## config.mk

```make
export PLATFORM = sky130hd
export DESIGN_NAME = chronologic
export DESIGN_NICKNAME = d
export VERILOG_FILES = /design/src/rtl/chronologic_pkg.sv /design/src/rtl/chronologic_popcnt.sv /design/src/rtl/chronologic.sv
export SDC_FILE = /design/constraint.sdc
export NUM_CORES = 1
export LEC_CHECK = 0
export CAP_MARGIN = 20
export CORE_MARGIN = 8
export CORE_UTILIZATION = 52
export DETAILED_ROUTE_END_ITERATION = 6
export PLACE_DENSITY = 0.81
export RECOVER_POWER = 100
export SLEW_MARGIN = 40
export SYNTH_ARGS = -nofsm -noshare
export SYNTH_HDL_FRONTEND = slang
export SYNTH_SLANG_ARGS = --single-unit
```

## constraint.sdc

```tcl
create_clock -name clk -period 2.6 [get_ports clk]
set_input_delay 0.52 -clock clk [delete_from_list [all_inputs] [get_ports clk]]
set_output_delay 0.52 -clock clk [all_outputs]
set_load 0.01 [all_outputs]
```

## src/rtl/chronologic_pkg.sv

```systemverilog
// chronologic: shared types and defaults for the one-hot
// compliance monitor and its helpers.
package chronologic_pkg;

  localparam int DEF_WIDTH = 5;
  localparam int DEF_CNT_W = 16;

  typedef enum logic [1:0] {
    NONE      = 2'd0,
    ZERO_HOT  = 2'd1,
    MULTI_HOT = 2'd2
  } fail_code_t;

endpackage

```

## src/rtl/chronologic_popcnt.sv

```systemverilog
// chronologic_popcnt: combinational zero/multi-hot detector,
// reusable by any one-hot style checker.
module chronologic_popcnt #(
  parameter int WIDTH = 5
) (
  input  logic [WIDTH-1:0] vec_i,
  output logic             is_zero_o,
  output logic             is_multi_o
);

  logic [WIDTH-1:0] low_clr;

  // Clearing the lowest set bit leaves residue iff >=2 bits set.
  assign low_clr    = vec_i & (vec_i - WIDTH'(1));
  assign is_zero_o  = ~|vec_i;
  assign is_multi_o = |low_clr;

endmodule

```

## src/rtl/chronologic.sv

```systemverilog
// chronologic: registered one-hot compliance monitor with
// classification, sticky error, first-fail capture and stats.
module chronologic
  import chronologic_pkg::*;
#(
  parameter int WIDTH = DEF_WIDTH,
  parameter int CNT_W = DEF_CNT_W
) (
  input  logic             clk,
  input  logic             rst_n,
  input  logic             a,
  input  logic [WIDTH-1:0] b,
  input  logic             clr,
  output logic             pass,
  output logic             fail,
  output logic             vacuous,
  output fail_code_t       fail_code,
  output logic             err_sticky,
  output logic [WIDTH-1:0] first_fail_vec,
  output logic [CNT_W-1:0] pass_cnt,
  output logic [CNT_W-1:0] fail_cnt,
  output logic [CNT_W-1:0] vac_cnt
);

  logic is_zero, is_multi;

  logic             pass_d, pass_q;
  logic             fail_d, fail_q;
  logic             vac_d, vac_q;
  fail_code_t       code_d, code_q;
  logic             sticky_d, sticky_q;
  logic [WIDTH-1:0] first_d, first_q;
  logic [CNT_W-1:0] pcnt_d, pcnt_q;
  logic [CNT_W-1:0] fcnt_d, fcnt_q;
  logic [CNT_W-1:0] vcnt_d, vcnt_q;

  chronologic_popcnt #(
    .WIDTH(WIDTH)
  ) u_popcnt (
    .vec_i     (b),
    .is_zero_o (is_zero),
    .is_multi_o(is_multi)
  );

  always_comb begin
    pass_d = a & ~is_zero & ~is_multi;
    fail_d = a & (is_zero | is_multi);
    vac_d  = ~a;
    code_d = NONE;
    if (a) begin
      unique case (1'b1)
        is_zero:  code_d = ZERO_HOT;
        is_multi: code_d = MULTI_HOT;
        default:  code_d = NONE;
      endcase
    end
  end

  // Clear wins over capture and increment on the same edge.
  always_comb begin
    sticky_d = sticky_q;
    first_d  = first_q;
    pcnt_d   = pcnt_q;
    fcnt_d   = fcnt_q;
    vcnt_d   = vcnt_q;
    if (clr) begin
      sticky_d = 1'b0;
      first_d  = '0;
      pcnt_d   = '0;
      fcnt_d   = '0;
      vcnt_d   = '0;
    end else begin
      if (fail_d && !sticky_q) first_d = b;
      if (fail_d) sticky_d = 1'b1;
      if (pass_d && pcnt_q != '1)
        pcnt_d = pcnt_q + CNT_W'(1);
      if (fail_d && fcnt_q != '1)
        fcnt_d = fcnt_q + CNT_W'(1);
      if (vac_d && vcnt_q != '1)
        vcnt_d = vcnt_q + CNT_W'(1);
    end
  end

  always_ff @(posedge clk or negedge rst_n) begin
    if (!rst_n) begin
      pass_q   <= 1'b0;
      fail_q   <= 1'b0;
      vac_q    <= 1'b0;
      code_q   <= NONE;
      sticky_q <= 1'b0;
      first_q  <= '0;
      pcnt_q   <= '0;
      fcnt_q   <= '0;
      vcnt_q   <= '0;
    end else begin
      pass_q   <= pass_d;
      fail_q   <= fail_d;
      vac_q    <= vac_d;
      code_q   <= code_d;
      sticky_q <= sticky_d;
      first_q  <= first_d;
      pcnt_q   <= pcnt_d;
      fcnt_q   <= fcnt_d;
      vcnt_q   <= vcnt_d;
    end
  end

  assign pass           = pass_q;
  assign fail           = fail_q;
  assign vacuous        = vac_q;
  assign fail_code      = code_q;
  assign err_sticky     = sticky_q;
  assign first_fail_vec = first_q;
  assign pass_cnt       = pcnt_q;
  assign fail_cnt       = fcnt_q;
  assign vac_cnt        = vcnt_q;

endmodule

```

# After elaboration in Yosys (flattened, before gate mapping)

Cells that the tools add are included.

Bits in registers: 59
Input port bits: 9

Add/sub/neg operators: 4
Eq/ne operators: 3
Muxes and demuxes: 12
Bitwise operators: 7
Reductions and logical operators: 13

Operators with widths:

| kind                                                                | count |
|---|---|
| 16-bit 2-to-1 mux                                                   | 6 |
| 16-bit by 1-bit adder with 16-bit output (second input constant)    | 3 |
| 16-bit != test (second input constant)                              | 3 |
| 5-bit 2-to-1 mux                                                    | 2 |
| 2-bit nonzero test                                                  | 5 |
| 5-bit OR reduction                                                  | 2 |
| 5-bit bitwise AND                                                   | 1 |
| 5-bit by 1-bit subtractor with 5-bit output (second input constant) | 1 |
| 1-bit logical AND                                                   | 4 |
| 2-bit one-hot mux with 2 select lines                               | 1 |
| 1-bit bitwise AND                                                   | 3 |
| 1-bit zero test                                                     | 2 |
| 1-bit 2-to-1 mux                                                    | 2 |
| 2-bit 2-to-1 mux                                                    | 1 |
| 1-bit NOT                                                           | 2 |
| 1-bit bitwise OR                                                    | 1 |

# Longest topological paths before layout

Depth after elaboration: 8
Mapped depth: 7
Depth with buffers taken out: 6

# By module

Synthesis repeated with hierarchy kept, for this count alone.

Cell total of the unflattened synthesis: 347
Area total of the unflattened synthesis: 3200.6 sq um

Modules (own cells, without submodules):

| module             | times used | cells an instance | area each (sq um) |
|---|---|---|---|
| chronologic        | 1          | 342               | 3159.3 |
| chronologic_popcnt | 1          | 5                 | 41.3 |

# Worst setup path before layout

No wires, ideal clock.

Path type: in2reg
From: input port b[3]
To: register pcnt_q[9], in the netlist pass_cnt[9]
Setup time: 0.128 ns
Arrival time: 1.909 ns
Required time: 2.472 ns
Setup slack: 0.564 ns
Stages: 6
Path buffers: 1
Cells stage by stage: or3_4 -> a21oi_4 -> o21ai_2 -> buf_6 -> nor4_2 -> mux2_1

Cells in the longest elaborated chain, start to end: 7
Elaborated cells between the ends (all ways): 9
Classes of those cells: add/sub: 1; bitwise: 4; reduce/logical: 4

RTL lines:

| what                                        | line                     | text |
|---|---|---|
| from (decl)                                 | chronologic.sv:12        | `input logic [WIDTH-1:0] b,` |
| 5-bit by 1-bit subtractor with 5-bit output | chronologic_popcnt.sv:14 | `assign low_clr = vec_i & (vec_i - WIDTH'(1));` |
| 5-bit bitwise AND                           | chronologic_popcnt.sv:14 |  |
| 5-bit OR reduction                          | chronologic_popcnt.sv:16 | `assign is_multi_o = \|low_clr;` |
| 1-bit NOT                                   | chronologic.sv:46        | `pass_d = a & ~is_zero & ~is_multi;` |
| 1-bit bitwise AND (*)                       | chronologic.sv:46        |  |
| 1-bit logical AND (*)                       | chronologic.sv:75        | `if (pass_d && pcnt_q != '1)` |
| 2-bit nonzero test (no source line) (*)     | -                        |  |
| to (signal assigned)                        | chronologic.sv:102       | `pcnt_q <= pcnt_d;` |
| to (decl)                                   | chronologic.sv:33        | `logic [CNT_W-1:0] pcnt_d, pcnt_q;` |

Every way passes the cells marked *; elsewhere a longest branch is shown, timed or not.
A chain may end at the register's enable or synchronous reset.

# Worst setup path in the final report

From: input port a
To: register pcnt_q[14], in the netlist pass_cnt[14]

Cells in the longest elaborated chain, start to end: 4

RTL lines:

| what                                | line              | text |
|---|---|---|
| from (decl)                         | chronologic.sv:11 | `input logic a,` |
| 1-bit bitwise AND (2 in a row)      | chronologic.sv:46 |  |
| 1-bit logical AND                   | chronologic.sv:75 |  |
| 2-bit nonzero test (no source line) | -                 |  |

No other way between the ends.

==> flow_summary.yaml <==
clock_tree:
  clockRootBuffer: "clkbuf_8"
  h-tree-depth: 3
  path_clk_slew_ns: 0.07
  cts_max_path_buffers: 2
  cts-resized-gates: 0
  clk_latency_ns: 0.35
  cts_buffers: 9
  cts_hold_buf: 0
  cts_tree: "yes"
  post_cts_buffers: 0
  cts.sinks: 59
finish:
  layout-drive-gt1-share_pct: 9.72
  area_growth_pct: 29.7
  nNetsFinal: 429
  n_antenna_cell: 0
  fin_area_sq_um: 4290
pwr:
  p_leak_nw: 2.00
  ir_worst_vdd_mv: 0.308
  power_density_nw_per_um2: 462
  fin_total_pwr_mw: 1.98
outcome:
  violations: "max-capacitance violations, max-slew violations"
  status: "finished, violations left"
routing:
  drtAntennaViolNets: 0
  wl_per_cell_um: 16.7
  drc: 0
  vias: 2993
  drt-initial-drc-count: 152
  dr.pass1.iters: 5
  drt_wl_total_um: 8350
  viasPerCell: 6.00
sta:
  setup_viol: 0
  hold_viol: 0
  relSlewSlack_pct: -13.0
  drv_slew: 31
  max_freq_ghz: 0.427
  rsz0062_at_grt: "no"
  worst_pin_slew_ns: 1.69
  min_period_over_period_pct: 90.1
  fin_crit_ns: 2.34
  fin_skew_ns: 0.00878
hold_path:
  hold_path.class: "flip-flop to flip-flop"
grt:
  antenna_found_initial: 0
  grt_pass1_vias: 2947
  grt_pass1_wl_um: 14200
  overflow: 0
  grt.total_usage_pct: 19.5
  grt_max_degree: 42
placed_design:
  place_congestion: 0.878
  post-dp-hpwl_um: 6060
  portBuffers: 67
  place_area_sq_um: 4110
floorplan:
  start_util_pct: 52.9
  fp.coreArea_sq_um: 6240
  io_pins: 68
  die_w_um: 95.7
  row_count: 29
  dieArea_sq_um: 9160
  die_h_um: 95.7
setup_path:
  slowest_delay_ns: 0.57
  cp_data_arrival_time_ns: 2.59
  r2r_slack_ns: 0.37
  worstPathMaxFanout: 11
  endpoint: "pass_cnt[14]"
  path_buf_inv: 3
  r2r_end: "fail_cnt[8]"
  crit_chain: "dlygate4sd3_1, clkbuf_1, inv_1, nor4_1, a21oi_1, a311oi_1"
  startpoint_type: "input port"
  startpoint: "a"
  rr_worst_depth: 6
  cp_data_required_time_ns: 2.84
  timing_worst_setup_path_type: "input port to flip-flop"
  worst-path-stages: 6
  r2r-start: "fail_cnt[0]"
  cp_slowest_cell: "dlygate4sd3_1"
  critPathTopFamily: "buffers and inverters"
  worstSetupEndpointType: "flip-flop"
logic_synthesis:
  synth_fp_nets: 351
  syn_area_sq_um: 3300
  ys.flop_type: "dfrtp_1"
  syn-instance-count: 339
  synth_area_leaders: "dfrtp_1, nor2_1, mux2_1"
  synth.top_cell.area_share_pct: 44.7
  synth_edf_count: 0
  yosysMostFrequentCell: "dfrtp_1"
  synth-seq-cells: 59
  synth_cell_types: 59
  syn_area_per_cell_sq_um: 9.75
  synth_async_sr_flop_share_pct: 100
  ys_seq_area_share_pct: 44.7
  synth_warnings: 0
  synth.largest_area_cell: "dfrtp_1"
  synthTopCellsByCount: "dfrtp_1, nor2_1, nand2_1"
job:
  drv_cap: 1
[through the flow]
step                      hold slack [ns]  cells  utilization, %  setup TNS [ns]  worst slack, ns
after global routing                0.568    499            68.7               0            0.113
after CTS                           0.243    499            69.0               0            0.307
final                               0.524    499            68.7               0            0.257
after detailed placement            0.520    483            65.9         -0.0845          -0.0415
after global placement              0.510    483            65.9               0           0.0546
after floorplan                     0.224    339               -               0            0.564
[worst min-delay path, delay by kind of cell, from the launching register on]
family           cells  cell delay [ns]
muxes                1             0.07
and+or+nand+nor      1             0.07
DFF                  1             0.34
[kinds of logic (layout without fill, tap and decap cells)]
family,after synthesis,after routing,share of synthesized area (%)
AO/OA/AOI/OAI,63,63,14.0
AND/OR/NAND/NOR,160,160,27.3
adder cells (fa/ha/maj),3,3,1.14
XOR/XNOR,12,12,3.18
buffers and inverters,20,103,2.54
multiplexers,22,22,7.12
flip-flops,59,59,44.7
[sequential cells by signal, summed over array words and instances, names as in the netlist]
signal          cells
fail_cnt           16
pass_cnt           16
vac_cnt            16
first_fail_vec      5
fail_code           2
err_sticky          1
fail                1
pass                1
vacuous             1
[cell type report]
| type | count | area [sq um] |
|---|---|---|
| fill | 508 | 1960 |
| multi-input combinational | 260 | 1740 |
| inverter | 8 | 30.0 |
| tap | 77 | 96.3 |
| timing repair buffer | 79 | 751 |
| sequential | 59 | 1480 |
| clock inverter | 5 | 52.6 |
| clock buffer | 11 | 141 |
[report_power, final]
| part | switching (mW) | internal [mW] |
|---|---|---|
| registers | 0.0136 | 0.935 |
| clock network | 0.386 | 0.464 |
| logic | 0.105 | 0.0752 |
| total | 0.505 | 1.47 |
[cells in the final DEF, fill, tap and decap left out, types with 10 or more instances in the layout]
cell type,synthesis,final
o21ai_0,9,10
a21oi_1,19,19
mux2_1,11,11
clkbuf_8,0,10
dlygate4sd3_1,0,60
nor2b_1,14,14
nand4_1,11,11
mux2i_1,10,10
nand3_1,14,14
and3_1,13,13
nand2_1,20,20
dfrtp_1,59,59
nor2_1,40,40
[per-layer routing]
layer  vias to the layer above  track usage (%)  wire [um]
met2                        92             31.3       4010
met1                      1474             24.8       3680
met5                         -                0          0
li1                       1415                -          -
met4                         0             8.71        141
met3                        12             4.06        516
[worst min-delay path by stage]
stage | start | to | cells after the start
global placement | first_fail_vec[1] | first_fail_vec[1] | 2
CTS | rst_n | vac_cnt[0] | 1
floorplan | rst_n | err_sticky | 0
finish | first_fail_vec[2] | first_fail_vec[2] | 2
detailed placement | first_fail_vec[4] | first_fail_vec[4] | 2
global route | first_fail_vec[4] | first_fail_vec[4] | 2
(Power assumes the default switching activity.)
